--- src/rtl/mem_seq_pkg.sv ---
// Shared types and helpers for the memory port sequencer.
package mem_seq_pkg;

    typedef enum logic [2:0] {
        IDLE,
        RD,
        CAPT,
        WR,
        DONE
    } state_e;

    typedef enum logic [1:0] {
        SZ_B = 2'd0,
        SZ_H = 2'd1,
        SZ_W = 2'd2,
        SZ_D = 2'd3
    } size_e;

    typedef enum logic {
        OWN_IF = 1'b0,
        OWN_D  = 1'b1
    } owner_e;

    // Byte-enable mask for an access of the given size starting at byte lane off.
    function automatic logic [63:0] lane_mask(size_e size, logic [2:0] off);
        logic [63:0] m;
        unique case (size)
            SZ_B:    m = 64'h0000_0000_0000_00FF;
            SZ_H:    m = 64'h0000_0000_0000_FFFF;
            SZ_W:    m = 64'h0000_0000_FFFF_FFFF;
            default: m = 64'hFFFF_FFFF_FFFF_FFFF;
        endcase
        return m << {off, 3'b000};
    endfunction

endpackage

--- src/rtl/store_merge.sv ---
// Combinational byte-lane merge for sub-dword stores plus alignment check.
module store_merge
    import mem_seq_pkg::*;
(
    input  logic [63:0] old_i,
    input  logic [63:0] wdata_i,
    input  size_e       size_i,
    input  logic [2:0]  off_i,
    output logic [63:0] merged_o,
    output logic        misalign_o
);

    logic [63:0] mask;

    // Insert the right-justified store data into the addressed lanes and flag bad alignment.
    always_comb begin
        mask       = lane_mask(size_i, off_i);
        merged_o   = (old_i & ~mask) | ((wdata_i << {off_i, 3'b000}) & mask);
        misalign_o = 1'b0;
        unique case (size_i)
            SZ_B:    misalign_o = 1'b0;
            SZ_H:    misalign_o = off_i[0];
            SZ_W:    misalign_o = |off_i[1:0];
            default: misalign_o = |off_i;
        endcase
    end

endmodule

--- src/rtl/mem_port_sequencer.sv ---
// Shares one registered 64-bit memory port between instruction fetch and load/store,
// with round-robin arbitration, read-latency sequencing and read-modify-write stores.
module mem_port_sequencer
    import mem_seq_pkg::*;
#(
    parameter int unsigned ADDR_W  = 32,
    parameter int unsigned DATA_W  = 64,
    parameter int unsigned MEM_LAT = 1
) (
    input  logic              clk,
    input  logic              reset,
    input  logic              if_req,
    input  logic [ADDR_W-1:0] if_addr,
    output logic [DATA_W-1:0] if_rdata,
    output logic              if_done,
    input  logic              d_req,
    input  logic              d_we,
    input  logic [1:0]        d_size,
    input  logic [ADDR_W-1:0] d_addr,
    input  logic [DATA_W-1:0] d_wdata,
    output logic [DATA_W-1:0] d_rdata,
    output logic              d_done,
    output logic              d_misalign,
    output logic [ADDR_W-1:0] mem_addr,
    output logic              mem_wr,
    output logic [DATA_W-1:0] mem_wdata,
    input  logic [DATA_W-1:0] mem_rdata,
    output logic              busy
);

    localparam int unsigned CntW = (MEM_LAT > 1) ? $clog2(MEM_LAT) : 1;
    localparam logic [CntW-1:0] LastCnt = CntW'(MEM_LAT - 1);

    state_e            state_q;
    owner_e            owner_q;
    owner_e            last_grant_q;
    size_e             size_q;
    logic              we_q;
    logic [2:0]        off_q;
    logic [DATA_W-1:0] wdata_q;
    logic [CntW-1:0]   cnt_q;
    logic [DATA_W-1:0] if_rdata_q;
    logic [DATA_W-1:0] d_rdata_q;
    logic              if_done_q;
    logic              d_done_q;
    logic              d_misalign_q;
    logic [ADDR_W-1:0] mem_addr_q;
    logic              mem_wr_q;
    logic [DATA_W-1:0] mem_wdata_q;

    logic              grant_if;
    size_e             size_sel;
    logic [2:0]        off_sel;
    logic [DATA_W-1:0] merged;
    logic              misalign;
    logic [DATA_W-1:0] rd_shifted;

    // Arbitration and merge-unit input selection: live request in IDLE, latched otherwise.
    always_comb begin
        grant_if   = if_req && (!d_req || (last_grant_q == OWN_D));
        size_sel   = (state_q == IDLE) ? size_e'(d_size) : size_q;
        off_sel    = (state_q == IDLE) ? d_addr[2:0] : off_q;
        rd_shifted = mem_rdata >> {off_q, 3'b000};
    end

    store_merge u_store_merge (
        .old_i      (mem_rdata),
        .wdata_i    (wdata_q),
        .size_i     (size_sel),
        .off_i      (off_sel),
        .merged_o   (merged),
        .misalign_o (misalign)
    );

    // Sequencer FSM with registered memory-port and completion outputs.
    always_ff @(posedge clk) begin
        if (reset) begin
            state_q      <= IDLE;
            owner_q      <= OWN_IF;
            last_grant_q <= OWN_D;
            size_q       <= SZ_B;
            we_q         <= 1'b0;
            off_q        <= 3'b000;
            wdata_q      <= '0;
            cnt_q        <= '0;
            if_rdata_q   <= '0;
            d_rdata_q    <= '0;
            if_done_q    <= 1'b0;
            d_done_q     <= 1'b0;
            d_misalign_q <= 1'b0;
            mem_addr_q   <= '0;
            mem_wr_q     <= 1'b0;
            mem_wdata_q  <= '0;
        end else begin
            // Completion flags are single-cycle pulses raised on entry to DONE.
            if_done_q    <= 1'b0;
            d_done_q     <= 1'b0;
            d_misalign_q <= 1'b0;
            unique case (state_q)
                IDLE: begin
                    cnt_q <= '0;
                    if (grant_if) begin
                        owner_q      <= OWN_IF;
                        last_grant_q <= OWN_IF;
                        we_q         <= 1'b0;
                        off_q        <= if_addr[2:0];
                        mem_addr_q   <= {if_addr[ADDR_W-1:3], 3'b000};
                        state_q      <= RD;
                    end else if (d_req) begin
                        owner_q      <= OWN_D;
                        last_grant_q <= OWN_D;
                        we_q         <= d_we;
                        size_q       <= size_e'(d_size);
                        off_q        <= d_addr[2:0];
                        wdata_q      <= d_wdata;
                        if (misalign) begin
                            d_done_q     <= 1'b1;
                            d_misalign_q <= 1'b1;
                            state_q      <= DONE;
                        end else begin
                            mem_addr_q <= {d_addr[ADDR_W-1:3], 3'b000};
                            if (d_we && (d_size == SZ_D)) begin
                                mem_wdata_q <= d_wdata;
                                mem_wr_q    <= 1'b1;
                                state_q     <= WR;
                            end else begin
                                state_q <= RD;
                            end
                        end
                    end
                end
                RD: begin
                    if (cnt_q == LastCnt) begin
                        state_q <= CAPT;
                    end else begin
                        cnt_q <= cnt_q + 1'b1;
                    end
                end
                CAPT: begin
                    if (we_q) begin
                        mem_wdata_q <= merged;
                        mem_wr_q    <= 1'b1;
                        state_q     <= WR;
                    end else begin
                        if (owner_q == OWN_IF) begin
                            if_rdata_q <= rd_shifted;
                            if_done_q  <= 1'b1;
                        end else begin
                            d_rdata_q <= rd_shifted;
                            d_done_q  <= 1'b1;
                        end
                        state_q <= DONE;
                    end
                end
                WR: begin
                    mem_wr_q <= 1'b0;
                    d_done_q <= 1'b1;
                    state_q  <= DONE;
                end
                default: begin
                    state_q <= IDLE;
                end
            endcase
        end
    end

    assign if_rdata   = if_rdata_q;
    assign if_done    = if_done_q;
    assign d_rdata    = d_rdata_q;
    assign d_done     = d_done_q;
    assign d_misalign = d_misalign_q;
    assign mem_addr   = mem_addr_q;
    assign mem_wr     = mem_wr_q;
    assign mem_wdata  = mem_wdata_q;
    assign busy       = (state_q != IDLE);

endmodule

--- config.mk ---
export PLATFORM = sky130hd
export DESIGN_NAME = mem_port_sequencer
export DESIGN_NICKNAME = d
export VERILOG_FILES = /design/src/rtl/mem_seq_pkg.sv /design/src/rtl/store_merge.sv /design/src/rtl/mem_port_sequencer.sv
export SDC_FILE = /design/constraint.sdc
export NUM_CORES = 1
export LEC_CHECK = 0
export ABC_AREA = 1
export BUFFER_PORTS_ARGS = -buffer_cell sky130_fd_sc_hd__buf_2
export CORE_ASPECT_RATIO = 0.6
export CORE_MARGIN = 8
export CORE_UTILIZATION = 54
export DETAILED_ROUTE_END_ITERATION = 12
export GPL_ROUTABILITY_DRIVEN = 1
export PLACE_DENSITY = 0.81
export SLEW_MARGIN = 40
export SYNTH_ARGS = -nofsm -noshare
export SYNTH_HDL_FRONTEND = slang
export SYNTH_SLANG_ARGS = --single-unit
--- constraint.sdc ---
create_clock -name clk -period 2.25 [get_ports clk]
set_clock_uncertainty 0.15 [all_clocks]
set_input_delay 0.1125 -clock clk [delete_from_list [all_inputs] [get_ports clk]]
set_output_delay 0.1125 -clock clk [all_outputs]
set_load 0.01 [all_outputs]
==> results of run 1 <==
-- cells by family after synthesis --
kind of cell / after synthesis / synth area share [%]
mux: 1 / 0.0615
buf+inv: 464 / 11.4
other cells: 1 / 0.0230
flops: 300 / 36.9
simple gates: 1267 / 31.8
compound gates: 618 / 19.8
-- metal layers --
metal  GRT usage (%)  overflow
met2            85.1         3
met4            56.4         3
met5            35.4         0
met1            71.8         0
met3            59.2         0
-- cell usage after synthesis --
cell type,n,area [sq um]
clkinv_1,3,11.3
o21a_1,1,7.51
buf_4,15,113
nand2_2,10,62.6
buf_2,26,130
a31oi_1,5,31.3
a21oi_1,198,991
or2_0,1,6.26
nand4_2,1,12.5
a2bb2oi_1,1,8.76
nand2_1,728,2730
o21ai_1,8,40.0
o211ai_1,40,300
o21ai_0,360,1800
inv_2,14,52.6
o21ai_2,2,17.5
nor2_4,4,45.0
nand3b_1,6,45.0
buf_6,4,45.0
a21oi_2,1,8.76
nor2_2,5,31.3
nand3_2,6,60.1
clkbuf_1,119,447
inv_1,271,1020
o22ai_1,1,6.26
mux2i_1,1,10.0
or2_2,25,156
nand2_4,1,11.3
nand4_1,4,25.0
nor2_1,313,1170
nor3_1,1,5.00
nand3_1,159,796
o211ai_2,1,12.5
and2_1,2,12.5
buf_1,12,45.0
conb_1,1,3.75
nor2b_1,1,6.26
dfxtp_1,300,6010
-- through the flow --
| step | worst slack, ns | TNS (ns) | hold WS [ns] | util (%) |
|---|---|---|---|---|
| 4_1_cts | -0.0626 | -1.76 | 0.000168 | 78.0 |
| 2_1_floorplan | 0.187 | 0 | 0.0974 | - |
| 3_5_place_dp | -0.330 | -17.40 | 0.223 | 66.5 |
| 3_3_place_gp | -0.307 | -5.51 | 0.203 | 66.5 |
-- timing repair --
action,4_1_cts
hold endpoints to repair,190
pin swaps,30
hold buffers,180
endpoints found under the setup margin,97
buffers inserted,24
gates cloned,5
gates resized for setup,123
==> impl_metrics.json, run 1 <==
{
  "die_w_um": 240,
  "antenna_found_initial": 11,
  "clock-root-buffer": "clkbuf_16",
  "numCtsBuffers": 28,
  "dpl-instance-area_sq_um": 19800,
  "haltStage": "global routing (5_1_grt)",
  "row_count": 49,
  "gp_congestion": 1.05,
  "start_util_pct": 54.7,
  "clock_sinks": 300,
  "grtUsageTotal_pct": 69.8,
  "ys_types": 38,
  "worst-ep-kind": "register data pin",
  "place_hpwl_mm": 60.1,
  "ys_seq_area_share_pct": 36.9,
  "clock_path_buffers": 3,
  "syn_area_sq_um": 16300,
  "postSynthAreaPerCell_sq_um": 6.14,
  "num_io_pins": 428,
  "ys_ff_latch": 300,
  "outcome": "stopped before the end",
  "crit_endpoint": "mem_wdata[39]$_SDFFE_PP0P_/D",
  "syn_inst": 2651,
  "overflow": 6,
  "dp.cells": 3500,
  "die_h_um": 151,
  "stop_error": "[ERROR GRT-0232] Routing congestion too high. Check the congestion heatmap in the GUI.",
  "synth_warnings": 0,
  "numPortBuffers": 424,
  "grt_max_degree": 84,
  "htree_num_levels": 1
}
==> run 2: changes to the inputs <==
--- a/config.mk
+++ b/config.mk
@@ -7,12 +7,11 @@
 export LEC_CHECK = 0
 export ABC_AREA = 1
 export BUFFER_PORTS_ARGS = -buffer_cell sky130_fd_sc_hd__buf_2
-export CORE_ASPECT_RATIO = 0.6
 export CORE_MARGIN = 8
-export CORE_UTILIZATION = 54
+export CORE_UTILIZATION = 40
 export DETAILED_ROUTE_END_ITERATION = 12
 export GPL_ROUTABILITY_DRIVEN = 1
-export PLACE_DENSITY = 0.81
+export PLACE_DENSITY_LB_ADDON = 0.15
 export SLEW_MARGIN = 40
 export SYNTH_ARGS = -nofsm -noshare
 export SYNTH_HDL_FRONTEND = slang
==> run 2 against run 1 <==
  * The flow now finishes, with violations (hold timing, setup timing)
  * Synthesized cell count unchanged
  * Synthesized area stayed put
==> impl_metrics.json, run 2 <==
{
  "vias": 20300,
  "ys_ff_latch": 300,
  "synth_edf_count": 0,
  "relSlewSlack_pct": 56.2,
  "fin_nets": 3495,
  "ys_types": 38,
  "synth_top_family_by_area": "simple AND/OR/NAND/NOR gates",
  "grt_pass1_vias": 19100,
  "fillCellCount": 3905,
  "worstPathMaxFanout": 8,
  "min_path_type": "primary input to flip-flop",
  "worstMarginPinSlew_ns": 0.650,
  "fp.dieArea_sq_um": 47400,
  "synth_xor_area_share_pct": 0,
  "cts_tree": "yes",
  "async_flop_share_pct": 0,
  "numPortBuffers": 424,
  "numCtsBuffers": 35,
  "synthMuxAreaShare_pct": 0.0615,
  "core_sq_um": 40600,
  "hold_slack_ns": -0.0111,
  "yosysMostFrequentCell": "nand2_1",
  "crit_type": "flip-flop to flip-flop",
  "syn2layout_area_growth_pct": 44.4,
  "final_common_cell": "nand2_1",
  "yosys-top-cells-count": "nand2_1 (728), o21ai_0 (360), nor2_1 (313)",
  "clock_sinks": 300,
  "syn_inst": 2651,
  "synth_top_area_share_pct": 36.9,
  "max_cap_violations": 0,
  "clock-root-buffer": "clkbuf_16",
  "post_drt_wl_per_cell_um": 21.1,
  "powerDensity_nw_per_um2": 1430,
  "end_kind": "flip-flop",
  "drcViolationCount": 0,
  "startpoint_type": "flip-flop",
  "grt_pass1_wl_mm": 117,
  "yosys.area_share.simple_pct": 31.8,
  "postSynthAreaPerCell_sq_um": 6.14,
  "overflow": 0,
  "grtUsageTotal_pct": 31.9,
  "num_io_pins": 428,
  "gp_congestion": 1.00,
  "antenna_found_initial": 5,
  "row_count": 74,
  "layout-drive-gt1-share_pct": 24.5,
  "layoutNonFillerInstCount": 3856,
  "yosys.area.top_type": "dfxtp_1",
  "grt_setup_unrepaired": "true",
  "drt_iter0_drc": 2331,
  "start_util_pct": 40.2,
  "place_hpwl_mm": 59.7,
  "outcome": "finished with violations",
  "setup_viol": 87,
  "fin_crit_ns": 2.39,
  "hold_violations": 1,
  "worstPathRequired_ns": 2.53,
  "dp.cells": 3579,
  "setup_ws_ns": -0.140,
  "synth_compound_area_share_pct": 19.8,
  "netlist_top_cells_area": "dfxtp_1 (37%), nand2_1 (17%), o21ai_0 (11%), nor2_1 (7.2%), inv_1 (6.2%)",
  "grt_max_degree": 91,
  "synthFlopType": "dfxtp_1",
  "final_cell_mix": "nand2_1 (698), buf_2 (424), o21ai_0 (328)",
  "clock_path_buffers": 3,
  "critical_path_arrival_ns": 2.67,
  "clk_pin_slew_ns": 0.06,
  "violations": "hold timing, setup timing",
  "layout_worst_path_cycle_share_pct": 106,
  "routed_wl_mm": 81.4,
  "leakage_nw": 12.0,
  "dr.pass1.iters": 6,
  "htree_num_levels": 2,
  "report.final.slew_viol_count": 0,
  "via_per_inst": 5.26,
  "synth_warnings": 0,
  "die_w_um": 218,
  "clock_latency_ns": 0.55,
  "die_h_um": 218,
  "synth_fa_ha_area_share_pct": 0,
  "syn_area_sq_um": 16300,
  "fmax_mhz": 418,
  "ys_seq_area_share_pct": 36.9,
  "irDropWorstVdd_v": 0.000740,
  "ant_nets": 0
}
## run 2: routing by layer
metal,global-route usage [%],routed length (um)
met5,0,26
met3,5.59,7050
met2,50.8,36900
met4,9.79,2580
met1,43.6,34800
## run 2: cells by family (layout without fill, tap and decap cells)
kind of cell           count (synthesis)  after routing
buffers and inverters                464           1129
muxes                                  1              1
and+or+nand+nor                     1267           1268
other                                  1              8
DFF                                  300            300
AOI/OAI and AO/OA                    618            618
## run 2: critical path: stages (launching register included)
cell	delay (ns)
dfxtp_2	0.33
nor2_4	0.19
buf_4	0.14
nand3_2	0.07
nand2_4	0.17
clkinvlp_4	0.18
a21oi_4	0.17
nand3_2	0.11
buf_4	0.17
nand3_1	0.12
nand3_1	0.16
nand2_1	0.14
nand2_1	0.06
nand2_1	0.06
nor2_1	0.05
## run 2: repair_timing
action | 4_1_cts | 5_1_grt
hold buffers | 171 | 2
resized for setup | 67 | 85
pin swaps | 16 | 7
endpoints found under the hold margin | 180 | 3
buffers inserted | 13 | 14
endpoints found under the setup margin | 84 | 102
gates cloned | 3 | 9
## run 2: path summary, 6_finish.rpt
kind                               startpoint       endpoint  slack (ns)  depth (start not counted)
worst min-delay path            mem_rdata[32]  mem_wdata[32]       -0.01                          5
worst min register to register   mem_addr[27]   mem_addr[27]        0.29                          2
worst max-delay path               state_q[2]  mem_wdata[34]       -0.14                         14
worst max register to register     state_q[2]  mem_wdata[34]       -0.14                         14
## run 2: per-stage QoR
step | total power [mW] | TNS, ns | utilization (%) | area, sq um | setup WS (ns)
after floorplan | 17.1 | 0 | - | 16300 | 0.187
after global placement | 24.9 | -2.90 | 48.6 | 19700 | -0.387
after detailed placement | 24.9 | -7.47 | 48.6 | 19700 | -0.397
after CTS | 32.1 | -0.122 | 56.5 | 22900 | -0.0170
after global routing | 35.6 | -13.95 | 58.0 | 23500 | -0.231
final | 33.7 | -3.68 | 58.0 | 23500 | -0.140
## run 2: report_power, final
part / leakage (nW) / switching (mW) / total (mW) / internal (mW)
registers: 2.45 / 0.817 / 7.42 / 6.60
logic: 9.03 / 12.8 / 20.6 / 7.78
clock network: 0.544 / 2.36 / 5.65 / 3.29
total: 12.0 / 16.0 / 33.7 / 17.7
## run 2: cell type report
class | instances | area, sq um | share of cell area (%)
Antenna cell | 5 | 12.5 | 0.0532
Clock buffer | 49 | 1020 | 4.34
Clock inverter | 11 | 98.8 | 0.420
Inverter | 288 | 1100 | 4.67
Multi-Input combinational cell | 1890 | 8820 | 37.5
Sequential cell | 300 | 6010 | 25.6
Tap cell | 532 | 666 | 2.83
Timing Repair Buffer | 781 | 5790 | 24.6
(Power assumes the default switching activity.)
